`src/rtl/vga_timing_gen.sv`:
```
`default_nettype none
// ============================================================================
//  Module   : vga_timing_gen
//  Purpose  : Parametrised VGA raster timing generator. Produces pixel
//             coordinates and line/frame strobes, and aligns syncs, data
//             enable and blanked RGB on one output register after a
//             programmable pixel-pipeline latency.
//  Revision : 1.0 - initial release
// ============================================================================
module vga_timing_gen #(
   parameter int H_ACTIVE = 640,
   parameter int H_FP     = 16,
   parameter int H_SYNC   = 96,
   parameter int H_BP     = 48,
   parameter int V_ACTIVE = 480,
   parameter int V_FP     = 10,
   parameter int V_SYNC   = 2,
   parameter int V_BP     = 29,
   parameter int H_POL    = 0,
   parameter int V_POL    = 0,
   parameter int CW       = 11,
   parameter int RW       = 3,
   parameter int GW       = 3,
   parameter int BW       = 2,
   parameter int PIX_LAT  = 1
) (
   input  logic          clk,
   input  logic          rst,
   input  logic          ce,
   input  logic [RW-1:0] rin,
   input  logic [GW-1:0] gin,
   input  logic [BW-1:0] bin,
   output logic [CW-1:0] xpos,
   output logic [CW-1:0] ypos,
   output logic          active,
   output logic          line_start,
   output logic          frame_start,
   output logic          hsync,
   output logic          vsync,
   output logic          de,
   output logic [RW-1:0] rout,
   output logic [GW-1:0] gout,
   output logic [BW-1:0] bout
);

   localparam int H_TOTAL = H_ACTIVE + H_FP + H_SYNC + H_BP;
   localparam int V_TOTAL = V_ACTIVE + V_FP + V_SYNC + V_BP;

   // Comparisons are done one bit wider so sync-end bounds equal to the
   // total count never overflow the counter width.
   localparam logic [CW:0]   c_H_ACT  = (CW+1)'(H_ACTIVE);
   localparam logic [CW:0]   c_HS_BEG = (CW+1)'(H_ACTIVE + H_FP);
   localparam logic [CW:0]   c_HS_END = (CW+1)'(H_ACTIVE + H_FP + H_SYNC);
   localparam logic [CW:0]   c_V_ACT  = (CW+1)'(V_ACTIVE);
   localparam logic [CW:0]   c_VS_BEG = (CW+1)'(V_ACTIVE + V_FP);
   localparam logic [CW:0]   c_VS_END = (CW+1)'(V_ACTIVE + V_FP + V_SYNC);
   localparam logic [CW-1:0] c_H_LAST = CW'(H_TOTAL - 1);
   localparam logic [CW-1:0] c_V_LAST = CW'(V_TOTAL - 1);
   localparam logic          c_HPOL   = (H_POL != 0);
   localparam logic          c_VPOL   = (V_POL != 0);

   if ((H_TOTAL - 1) >= (1 << CW) || (V_TOTAL - 1) >= (1 << CW)) begin : g_bad_cw
      $error("vga_timing_gen: CW too small for H_TOTAL/V_TOTAL");
   end
   if (PIX_LAT < 0 || PIX_LAT > 4) begin : g_bad_lat
      $error("vga_timing_gen: PIX_LAT must be 0..4");
   end

   logic [CW-1:0] hc_q, hc_d;
   logic [CW-1:0] vc_q, vc_d;
   logic          h_act, v_act, hs_raw, vs_raw;
   logic [2:0]    raw_w;    // {active, hs_raw, vs_raw}
   logic [2:0]    dly_w;

   logic          de_q, hsync_q, vsync_q;
   logic [RW-1:0] r_q;
   logic [GW-1:0] g_q;
   logic [BW-1:0] b_q;

   // Raster counters next state: hc wraps at line end, vc steps on hc wrap.
   always_comb begin
      hc_d = hc_q;
      vc_d = vc_q;
      if (ce) begin
         if (hc_q == c_H_LAST) begin
            hc_d = '0;
            if (vc_q == c_V_LAST) vc_d = '0;
            else                  vc_d = vc_q + 1'b1;
         end else begin
            hc_d = hc_q + 1'b1;
         end
      end
   end

   // Raster counter registers.
   always_ff @(posedge clk or posedge rst) begin
      if (rst) begin
         hc_q <= '0;
         vc_q <= '0;
      end else begin
         hc_q <= hc_d;
         vc_q <= vc_d;
      end
   end

   // Raw timing decoded straight from the counters.
   always_comb begin
      h_act  = {1'b0, hc_q} < c_H_ACT;
      v_act  = {1'b0, vc_q} < c_V_ACT;
      hs_raw = ({1'b0, hc_q} >= c_HS_BEG) && ({1'b0, hc_q} < c_HS_END);
      vs_raw = ({1'b0, vc_q} >= c_VS_BEG) && ({1'b0, vc_q} < c_VS_END);
      raw_w  = {h_act && v_act, hs_raw, vs_raw};
   end

   // Timing delay line matching the pixel generator latency.
   if (PIX_LAT == 0) begin : g_direct
      assign dly_w = raw_w;
   end else begin : g_pipe
      logic [2:0] pipe_q [PIX_LAT];

      // Shift raw timing one stage per pixel tick; reset fills with inactive.
      always_ff @(posedge clk or posedge rst) begin
         if (rst) begin
            for (int i = 0; i < PIX_LAT; i++) pipe_q[i] <= 3'b000;
         end else if (ce) begin
            pipe_q[0] <= raw_w;
            for (int i = 1; i < PIX_LAT; i++) pipe_q[i] <= pipe_q[i-1];
         end
      end

      assign dly_w = pipe_q[PIX_LAT-1];
   end

   // Output register: syncs at polarity, data enable and blanked colour.
   always_ff @(posedge clk or posedge rst) begin
      if (rst) begin
         de_q    <= 1'b0;
         hsync_q <= ~c_HPOL;
         vsync_q <= ~c_VPOL;
         r_q     <= '0;
         g_q     <= '0;
         b_q     <= '0;
      end else if (ce) begin
         de_q    <= dly_w[2];
         hsync_q <= dly_w[1] ? c_HPOL : ~c_HPOL;
         vsync_q <= dly_w[0] ? c_VPOL : ~c_VPOL;
         r_q     <= dly_w[2] ? rin : '0;
         g_q     <= dly_w[2] ? gin : '0;
         b_q     <= dly_w[2] ? bin : '0;
      end
   end

   assign xpos        = hc_q;
   assign ypos        = vc_q;
   assign active      = h_act && v_act;
   assign line_start  = ce && !rst && (hc_q == '0);
   assign frame_start = ce && !rst && (hc_q == '0) && (vc_q == '0);
   assign hsync       = hsync_q;
   assign vsync       = vsync_q;
   assign de          = de_q;
   assign rout        = r_q;
   assign gout        = g_q;
   assign bout        = b_q;

endmodule
`default_nettype wire

```
`config.mk`:
```
export PLATFORM = sky130hd
export DESIGN_NAME = vga_timing_gen
export DESIGN_NICKNAME = d
export VERILOG_FILES = /design/src/rtl/vga_timing_gen.sv
export SDC_FILE = /design/constraint.sdc
export NUM_CORES = 1
export LEC_CHECK = 0
export CORE_ASPECT_RATIO = 1.5
export CORE_MARGIN = 3
export CORE_UTILIZATION = 30
export DETAILED_ROUTE_END_ITERATION = 8
export HOLD_SLACK_MARGIN = 0.08
export SETUP_SLACK_MARGIN = 0.02
export SLEW_MARGIN = 40
export SYNTH_ARGS = -nofsm -noshare
export SYNTH_HDL_FRONTEND = slang
export SYNTH_SLANG_ARGS = --single-unit
export TNS_END_PERCENT = 30
```
`constraint.sdc`:
```
create_clock -name clk -period 4.1 [get_ports clk]
set_input_delay 0.82 -clock clk [delete_from_list [all_inputs] [get_ports clk]]
set_output_delay 0.82 -clock clk [all_outputs]
set_load 0.005 [all_outputs]
```
-- Yosys cells after proc, flatten, opt, wreduce, memory -nomap -nowiden
Cells that the tools add are included.
- memory bits (writable): 0
- latch bits: 0
- memory bits (read-only): 0
- memories: 0
- register bits after elaboration: 36
- multiplexer cells: 7
- shifts and indexed selects: 0
- equal/unequal tests: 2
- reductions and logical operators: 10
- magnitude comparators: 6
- multiply operators: 0
- bitwise operators: 0
- div/mod/pow operators: 0
- $add $sub $neg: 2
- operator list (cell ; number):
    11-bit by 1-bit adder with 11-bit output, second input constant ; 2
    11-bit by 10-bit equality test with 1-bit output, second input constant ; 2
    11-bit zero test ; 2
    11-bit by 10-bit less-than comparator with 1-bit output, second input constant ; 2
    11-bit by 9-bit less-than comparator with 1-bit output, second input constant ; 2
    11-bit two-way mux ; 2
    11-bit by 10-bit >= comparator with 1-bit output, second input constant ; 1
    11-bit by 9-bit >= comparator with 1-bit output, second input constant ; 1
    1-bit logical AND ; 6
    3-bit two-way mux ; 2
    1-bit two-way mux ; 2
    2-bit two-way mux ; 1
    2-bit AND reduction ; 1
    1-bit zero test ; 1

-- Logic depth before layout (Yosys ltp)
- word-level depth: 4
- gate-level depth with buffers: 6

-- Worst setup path after synthesis
Ideal clock, no wire load.
- path kind: reg-to-output
- start point: reg hc_q[4] (netlist: xpos[4])
- end point: out frame_start
- data arrival time: 1.563 ns
- path buffers: 0
- cell stages (with the launch flop): 5
- path slack: 1.717 ns
- cell sequence: dfrtp_1 or3_2 nor4_1 and3_1 nor4b_1
- cells in the longest elaborated chain, start to end: 3
- RTL lines (element ; RTL line ; source):
    start: declaration ; 69 ; logic [CW-1:0] hc_q, hc_d;
    start signal: assignment ; 98 ; hc_q <= '0;
    start signal: assignment ; 101 ; hc_q <= hc_d;
    11-bit zero test ; n/a ;
    1-bit logical AND ; n/a ;
    via line_start ; 36 ; output logic line_start,
    1-bit logical AND ; 157 ; assign frame_start = ce && !rst && (hc_q == '0) && (vc_q == '0);
    end: declaration ; 37 ; output logic frame_start,
The timed path passes the listed nets, and every way through them passes these cells.

-- Final worst setup path
- start point: in ce
- end point: out frame_start
- cells in the longest elaborated chain, start to end: 3
- RTL lines (element ; RTL line ; source):
    start: declaration ; 29 ; input logic ce,
    1-bit logical AND (3 in a row) ; 157 ;
No other way between the ends.

==> results.md <==
* Largest net degree at the start of global routing at 29
* Vias in the first global route at 1450
* Synth cell types at just over 40
* GPL Wtd Cong at ~0.90
* Yosys top cell area share at a little under half
* # DRC at 0
* Origin of the worst min-delay path: dly_w[0]
* Period utilization at 86.7%
* Post-Route Utilization at 43.0%
* Placed cell count at between 200 and 300
* Clock-pin slew on the worst setup and hold paths at around 0.06 ns
* DIE AREA at about 7000 um^2
* Row cnt at 33
* Primary FF master, synth: dfrtp_1
* RSZ-0062 raised after global routing: false
* Worst Hold Slack at between 0.4 and 0.5 ns
* Critical path class: in2out
* Initial antenna violation count at 0
* Count leader, synth: dfrtp_1
* Setup tns final at 0 ns
* Minimum clock period at ~3.6 ns
* Net Count, Synth at ~190
* Initial Utilization at about a third
* Reg-to-reg endpoint: ypos[8]
* Core Region at roughly 5600 um^2
* DP Area at ~2300 um^2
* Max cap viols at 0
* PortBufs at 46
* GRT overflow at 0
* Worst setup margin at ~0.55 ns
* Sink Count at 36
* Worst r2r src: xpos[1]
* Leak at between 1 and 1.5 nW
* Worst-path maximum fanout at 2
* Largest area contributor in the netlist: dfrtp_1
* Worst Path Required at 3.28 ns
* Crit. End Element: primary output
* Post-DR wirelength/cell at ~14 um
* Max transition margin at between 60% and 70%
* Post-synthesis sequential area ratio at between 50% and 60%
* Max frequency at approximately 0.28 GHz
* Mean post-synth cell area at 10.2 um^2
* Synth Register Bits at 36
* Worst-margin pin slew at 0.539 ns
* Mapped cell area at 1780 um^2
* Post-Synthesis Cells at 174
* Yosys warns at 0
* Async set-reset flop share out of synthesis at 100%
* Diode count at 0
* # resized after CTS at 0
* # IOs at 47
* Worst vdd ir at 0.294 mV
* Vias at around 1400
* Final setup fails at 0
* Register-to-register setup slack at approximately 2.3 ns
* Postcts setup bufs at 0
* H-tree depth at 2
* Startpoint types: primary input
* Skew final at 0.00786 ns
* Clock latency on the worst-skew pair at a little under 0.3 ns
* P per Cell Area at about 370 nW/um^2
* Via density at just under 5
* First-pass GRT wire length at between 6000 and 7000 um
* CTS max path bufs at 2
* Hold Violations, Final at 0
* Die width at around 70 um
* Top cells by instance count after synthesis: 34 x dfrtp_1, 19 x inv_1, 15 x nand2_1, 13 x nand3_1, 13 x o21ai_0
* R2R cell count at 5
* Post-route insts no fill at 294
* Critical path destination: frame_start
* Power, Total at 0.884 mW
* Share of cells above drive strength 1 at about a tenth
* CTS tree: yes
* CP arrival at 2.73 ns
* Cell at the root of the clock tree: clkbuf_8
* Final WL at 4070 um
* HP Class: reg2reg
* Pre-CTS WS at roughly 0.58 ns
* Crit path from: ce
* CTS Hold Bufs at 0
* Largest cells by area after synthesis: dfrtp_1 48%, xnor2_1 4.4%, inv_1 4.0%, nand3_1 3.7%, o21ai_0 3.7%
* Nets at 239
* Cts bufs inserted at 5
* DR pass1 iterations at 4
* Post-DP HPWL at 3050 um
* Post-synth EDFFs at 0
* 1st-iter DRT viols at ~110
* Max Slew Vio Count at 0
* GRT Total Usage at roughly 13%
* Status: finished, final reports clean
* Die Height at between 100 and 150 um
* Layout area overhead at 35.9%
* Final Instance Area at roughly 2400 um^2
* Post-DRT Antenna Nets at 0
-- cell type report --
| type | count | area, um^2 |
|---|---|---|
| fill | 570 | 3200 |
| inverter | 19 | 71.3 |
| tap | 70 | 87.6 |
| clock buffer | 7 | 96.3 |
| multi-input combinational | 114 | 779 |
| sequential | 36 | 903 |
| timing repair buffer | 48 | 475 |
-- flip-flops by register name, indices dropped and copies added (netlist names) --
signal	count
xpos	11
ypos	11
dly_w	3
gout	3
rout	3
bout	2
de	1
hsync	1
vsync	1
-- power breakdown --
group | switching (mW) | internal, mW
Combinational | 0.0645 | 0.108
Sequential | 0.0510 | 0.386
Clock | 0.124 | 0.150
-- cells by family (layout without fill, tap and decap cells) --
logic type               count (synthesis)  after routing  synth area share, %
AO/OA/AOI/OAI                           21             21                 6.98
XOR/XNOR                                14             14                 7.33
adder cells (fa/ha/maj)                  4              4                 2.82
buffers and inverters                   24             74                 5.21
flip-flops                              36             36                 50.9
multiplexers                             7              7                 4.23
AND/OR/NAND/NOR                         68             68                 22.6
-- critical path, cell delays in order --
cell	delay, ns
clkdlybuf4s50_1	0.48
nor4bb_1	0.27
and3_1	0.23
nor4b_1	0.34
clkdlybuf4s50_1	0.58
-- placed cells by master (no fill, tap or decap), types with 4 or more instances in the layout --
master / instances
nand4_1: 6
nand3_1: 13
inv_1: 19
ha_1: 4
dfrtp_1: 34
clkbuf_8: 7
o21ai_0: 13
nor3_1: 4
nand2_1: 15
clkdlybuf4s50_1: 46
xor2_1: 4
xnor2_1: 9
nor4_1: 4
mux2_2: 4
nor2_1: 9
-- how the worst min path moves through the flow --
| stage | slack (ns) | cells past startpoint | to |
|---|---|---|---|
| after floorplan | 0.39 | 1 | vsync |
| after global placement | 0.40 | 1 | vsync |
| after detailed placement | 0.41 | 1 | vsync |
| after CTS | 0.41 | 1 | vsync |
| after global routing | 0.43 | 1 | vsync |
| final | 0.41 | 1 | vsync |
-- metal layers --
layer  GRT usage [%]  vias to the layer above  wire (um)
li1                -                      698          -
met1            15.0                      675       1740
met2            22.3                       31       2130
met3            3.02                        8        122
met4            5.41                        0         75
met5               0                        -          0
(Power assumes the default switching activity.)
